## src/rtl/asip_pkg.sv

```systemverilog
// Shared types and defaults for the ASIP MAX/MIN/AVG address sequencer.
// Holds the sequencer state enum, ALU opcodes and default address/count widths.
package asip_pkg;

  localparam int AW_DEF = 8;
  localparam int CW_DEF = 8;

  typedef enum logic [2:0] {
    S_IDLE   = 3'd0,
    S_READ   = 3'd1,
    S_DRAIN  = 3'd2,
    S_WRITE  = 3'd3,
    S_FINISH = 3'd4
  } state_e;

  localparam logic [1:0] OP_MAX = 2'b00;
  localparam logic [1:0] OP_MIN = 2'b01;
  localparam logic [1:0] OP_AVG = 2'b10;

  // The reserved code 11 is folded onto MAX so the ALU never sees it.
  function automatic logic [1:0] norm_op(input logic [1:0] op);
    norm_op = (op == 2'b11) ? OP_MAX : op;
  endfunction

endpackage

```

## src/rtl/addr_seq_ctrl.sv

```systemverilog
// Address sequencer: walks an operand block, tags operands for the ALU,
// then steers the address mux to the result address for one write-back.
// Ports:
//   CLK, RST_n (sync, active-low)
//   START, BASE_ADDR, COUNT, RESULT_ADDR, OP    : command from decoder
//   ADD_R_out, TEMP_ADD_R_out, Select_line      : address mux inputs/select
//   MEM_RD, MEM_WR                              : data memory strobes
//   ALU_OP, ALU_VALID, ALU_FIRST, ALU_LAST      : ALU control
//   BUSY, DONE                                  : status
module addr_seq_ctrl
  import asip_pkg::*;
#(
  parameter int AW = AW_DEF,
  parameter int CW = CW_DEF
) (
  input  logic          CLK,
  input  logic          RST_n,
  input  logic          START,
  input  logic [AW-1:0] BASE_ADDR,
  input  logic [CW-1:0] COUNT,
  input  logic [AW-1:0] RESULT_ADDR,
  input  logic [1:0]    OP,
  output logic [AW-1:0] ADD_R_out,
  output logic [AW-1:0] TEMP_ADD_R_out,
  output logic          Select_line,
  output logic          MEM_RD,
  output logic          MEM_WR,
  output logic [1:0]    ALU_OP,
  output logic          ALU_VALID,
  output logic          ALU_FIRST,
  output logic          ALU_LAST,
  output logic          BUSY,
  output logic          DONE
);

  state_e        state_q, state_d;
  logic [CW-1:0] idx_q, idx_d;
  logic [CW-1:0] cnt_q, cnt_d;
  logic [AW-1:0] base_q, base_d;
  logic [AW-1:0] res_q, res_d;
  logic [1:0]    op_q, op_d;

  logic [AW-1:0] add_r_q, add_r_d;
  logic          sel_q, sel_d;
  logic          rd_q, rd_d;
  logic          wr_q, wr_d;
  logic          busy_q, busy_d;
  logic          done_q, done_d;
  logic          rd_first_q, rd_first_d;
  logic          rd_last_q, rd_last_d;
  logic          valid_q, first_q, last_q;

  always_comb begin
    state_d = state_q;
    idx_d   = idx_q;
    cnt_d   = cnt_q;
    base_d  = base_q;
    res_d   = res_q;
    op_d    = op_q;
    unique case (state_q)
      S_IDLE: begin
        if (START) begin
          base_d  = BASE_ADDR;
          cnt_d   = COUNT;
          res_d   = RESULT_ADDR;
          op_d    = norm_op(OP);
          idx_d   = '0;
          state_d = (COUNT == '0) ? S_FINISH : S_READ;
        end
      end
      S_READ: begin
        if (idx_q == cnt_q - CW'(1)) begin
          state_d = S_DRAIN;
        end else begin
          idx_d = idx_q + CW'(1);
        end
      end
      S_DRAIN:  state_d = S_WRITE;
      S_WRITE:  state_d = S_FINISH;
      S_FINISH: state_d = S_IDLE;
      default:  state_d = S_IDLE;
    endcase
  end

  // Outputs are decoded from the next state so they land in flops
  // aligned with the state they describe.
  always_comb begin
    rd_d       = (state_d == S_READ);
    wr_d       = (state_d == S_WRITE);
    sel_d      = (state_d == S_WRITE);
    busy_d     = (state_d != S_IDLE);
    done_d     = (state_d == S_FINISH);
    rd_first_d = rd_d && (idx_d == '0);
    rd_last_d  = rd_d && (idx_d == cnt_d - CW'(1));
    add_r_d    = add_r_q;
    if (rd_d) begin
      add_r_d = base_d + AW'(idx_d);
    end
  end

  always_ff @(posedge CLK) begin
    if (!RST_n) begin
      state_q    <= S_IDLE;
      idx_q      <= '0;
      cnt_q      <= '0;
      base_q     <= '0;
      res_q      <= '0;
      op_q       <= OP_MAX;
      add_r_q    <= '0;
      sel_q      <= 1'b0;
      rd_q       <= 1'b0;
      wr_q       <= 1'b0;
      busy_q     <= 1'b0;
      done_q     <= 1'b0;
      rd_first_q <= 1'b0;
      rd_last_q  <= 1'b0;
      valid_q    <= 1'b0;
      first_q    <= 1'b0;
      last_q     <= 1'b0;
    end else begin
      state_q    <= state_d;
      idx_q      <= idx_d;
      cnt_q      <= cnt_d;
      base_q     <= base_d;
      res_q      <= res_d;
      op_q       <= op_d;
      add_r_q    <= add_r_d;
      sel_q      <= sel_d;
      rd_q       <= rd_d;
      wr_q       <= wr_d;
      busy_q     <= busy_d;
      done_q     <= done_d;
      rd_first_q <= rd_first_d;
      rd_last_q  <= rd_last_d;
      // One-cycle memory read latency: operand arrives a cycle after MEM_RD.
      valid_q    <= rd_q;
      first_q    <= rd_first_q;
      last_q     <= rd_last_q;
    end
  end

  assign ADD_R_out      = add_r_q;
  assign TEMP_ADD_R_out = res_q;
  assign Select_line    = sel_q;
  assign MEM_RD         = rd_q;
  assign MEM_WR         = wr_q;
  assign ALU_OP         = op_q;
  assign ALU_VALID      = valid_q;
  assign ALU_FIRST      = first_q;
  assign ALU_LAST       = last_q;
  assign BUSY           = busy_q;
  assign DONE           = done_q;

endmodule

```

## config.mk

```make
export PLATFORM = sky130hd
export DESIGN_NAME = addr_seq_ctrl
export DESIGN_NICKNAME = d
export VERILOG_FILES = /design/src/rtl/asip_pkg.sv /design/src/rtl/addr_seq_ctrl.sv
export SDC_FILE = /design/constraint.sdc
export NUM_CORES = 1
export LEC_CHECK = 0
export CAP_MARGIN = 20
export CORE_MARGIN = 1
export CORE_UTILIZATION = 30
export DETAILED_ROUTE_END_ITERATION = 8
export PLACE_DENSITY = 0.59
export SLEW_MARGIN = 20
export SYNTH_ARGS = -nofsm -noshare
export SYNTH_HDL_FRONTEND = slang
export SYNTH_SLANG_ARGS = --single-unit
```

## constraint.sdc

```tcl
create_clock -name CLK -period 5.4 [get_ports CLK]
set_input_delay 1.08 -clock CLK [delete_from_list [all_inputs] [get_ports CLK]]
set_output_delay 1.08 -clock CLK [all_outputs]
set_load 0.005 [all_outputs]
```

==> impl_metrics.tcl <==
set metrics [dict create \
    status "complete, no violations" \
    holdBufCountCts 0 \
    fin_crit_ns 4.76 \
    cts_setup_buffers 0 \
    r2r-start "cnt_q[0]" \
    ys_top_cells_by_count "65 x nand2_1, 54 x dfxtp_1, 32 x nor2_1" \
    cts_tree "yes" \
    synth_area_um2 3190 \
    clkLatencyLatePin_ns 0.32 \
    dieArea_um2 11000 \
    clock_path_buffers 2 \
    die_width_um 105 \
    path_class "input pin to register" \
    r2r_setup_slack_ns 0.87 \
    synthDistinctLibCells 62 \
    finalSetupTns_ns 0 \
    yosys-top-cells-area "dfxtp_1 34%, nand2_1 7.7%, mux2i_1 5.3%" \
    crit_required_ns 5.62 \
    finClkSkew_ns 0.0120 \
    overflow 0 \
    core_area_um2 10300 \
    synthFlopType "dfxtp_1" \
    critical_path.top_delay_family "simple AND/OR/NAND/NOR gates" \
    ys_seq_area_share_pct 33.9 \
    peakVddDrop_uv 111 \
    fin_crit_sh_pct 88.1 \
    startpoint_type "input pin" \
    ys_seq_elements 54 \
    synth_top_cell_area_share_pct 33.9 \
    cts_made_buffers 5 \
    grt_usage_pct 16.1 \
    worstRegToRegCells 17 \
    synth_warnings 0 \
    worstHoldStart "rd_first_q" \
    min_to "ALU_FIRST" \
    cp_max_fo 15 \
    rows 37 \
    yosys.area.top_type "dfxtp_1" \
    numClockSinks 54 \
    synthMostInstantiatedCell "nand2_1" \
    critPathMaxStageDelay_ns 0.73 \
    via_count 2916 \
    synth_fp_nets 428 \
    place_congestion 0.833 \
    endpoint_kind "register" \
    p_leak_nw 1.50 \
    critPathSlowestCell "nor4b_4" \
    vias_per_cell 5.14 \
    wirelength_um 8550 \
    r2r-end "ADD_R_out[6]" \
    cts_resized 0 \
    crit_arrival_ns 4.98 \
    nets 469 \
    port_buffers 54 \
    syn_inst 389 \
    initial_core_util_pct 30.9 \
    htreeDepth 2 \
    pwr_density_cell_nw_per_um2 238 \
    die_h_um 105 \
    holdPathStages 1 \
    hold_violations 0 \
    antenna_left 0 \
    drv_slew 0 \
    area_delta_synth_final_pct 23.0 \
    rsz0062_at_grt "no" \
    synthArstFlopShare_pct 0 \
    grt_pass1_wl_um 14300 \
    antenna_found_initial 0 \
    maxSlewHeadroom_pct 44.4 \
    finalSetupViolations 0 \
    fmax_ghz 0.210 \
    pin_count 55 \
    path_clk_slew_ns 0.11 \
    maxCapViolCount 0 \
    syn_avg_cell_area_um2 8.19 \
    final_cells 567 \
    drive_above_1_share_pct 5.57 \
    worst_pin_slew_ns 0.830 \
    hp-class "register to register" \
    multi_input_area_um2 1970 \
    synth_edf_count 0 \
    fillers 1086 \
    cts_root_buf "clkbuf_8" \
    dr.pass1.iters 4 \
    diodes 0 \
    cp_cell_sequence "clkdlybuf4s50_1 -> nor4b_4 -> nor2_1 -> a21oi_1 -> ha_1 -> nor3b_1 -> xor2_1 -> mux2i_1 -> nand2_1 -> nor2_1 -> a2111oi_2 -> o221ai_1 -> or4_1 -> a2111oi_2" \
    critPathBufInv 1 \
    seq_area_um2 1080 \
    wire_per_inst_um 15.1 \
    first_iter_violations 140 \
    grt_pass1_vias 2881 \
    dp.final_hpwl_um 6250 \
    grt_max_degree 37 \
    drcViolationCount 0 \
    place_inst 559 \
]
## kinds of logic after synthesis
group                    Yosys count  synth area share, %
adder cells (fa/ha/maj)           11                 4.48
AO/OA/AOI/OAI                     86                 18.3
XOR/XNOR                          25                 7.78
flip-flops                        54                 33.9
AND/OR/NAND/NOR                  165                 25.4
buffers and inverters             30                 4.40
multiplexers                      18                 5.70
## flip-flops by register name, indices dropped and copies added (netlist names)
name / cells
DONE: 1
rd_last_q: 1
BUSY: 1
cnt_q: 8
ALU_FIRST: 1
ADD_R_out: 8
rd_first_q: 1
ALU_VALID: 1
MEM_RD: 1
idx_q: 8
TEMP_ADD_R_out: 8
ALU_OP: 2
MEM_WR: 1
ALU_LAST: 1
state_q: 3
base_q: 8
## worst max-delay path by stage
stage / start / to / slack, ns / cells past startpoint
floorplan: START / rd_last_q / 1.32 / 14
global placement: START / rd_last_q / 0.54 / 14
detailed placement: START / rd_last_q / 0.40 / 14
CTS: START / rd_last_q / 0.70 / 14
global route: START / rd_last_q / 0.42 / 14
finish: START / rd_last_q / 0.64 / 14
## per-layer routing
layer  GRT usage (%)  vias to the layer above  share of wire, %
met4            5.43                        0               2.1
li1                -                     1443                 -
met3            2.50                       16               5.8
met5               0                        -                 0
met1            22.1                     1371                47
met2            25.8                       86                45
## layout make-up
type	instances	share of cell area [%]
clock buffer	5	1.76
sequential	54	27.6
clock inverter	3	0.734
multi-input combinational	305	50.4
inverter	5	0.479
timing repair buffer	59	14.8
tap	136	4.34
## through the flow
stage	util (%)	power, mW	worst slack, ns	area, um2	hold slack [ns]
3_3_place_gp	37.0	0.685	0.542	3820	0.425
5_1_grt	38.0	0.981	0.424	3920	0.485
3_5_place_dp	37.0	0.686	0.402	3820	0.445
4_1_cts	38.0	0.941	0.703	3920	0.466
2_1_floorplan	-	0.597	1.32	3190	0.412
6_report	38.0	0.931	0.640	3920	0.456
## report_power, final
| part | leakage (nW) | switching [mW] | internal (mW) |
|---|---|---|---|
| clock | 0.0506 | 0.155 | 0.0975 |
| combinational | 1.01 | 0.121 | 0.116 |
| sequential | 0.442 | 0.0197 | 0.422 |
| total | 1.50 | 0.296 | 0.635 |
## placed cells by master (no fill, tap or decap), types with 4 or more instances in the layout
master / netlist / routed
ha_1: 9 / 9
nor3_1: 10 / 10
inv_1: 4 / 4
mux2i_1: 17 / 17
and2_1: 14 / 14
a21oi_1: 31 / 31
clkbuf_8: 0 / 5
nand3b_1: 5 / 5
buf_4: 2 / 5
a31oi_1: 4 / 4
dfxtp_1: 54 / 54
nand3_1: 5 / 5
nor2_1: 32 / 32
nor2b_1: 7 / 7
xnor2_1: 15 / 15
o21ai_0: 17 / 17
xor2_1: 8 / 8
nand2b_1: 5 / 5
clkdlybuf4s50_1: 0 / 54
nand2_1: 65 / 65
No activity file was read; power rests on OpenSTA's default activity.
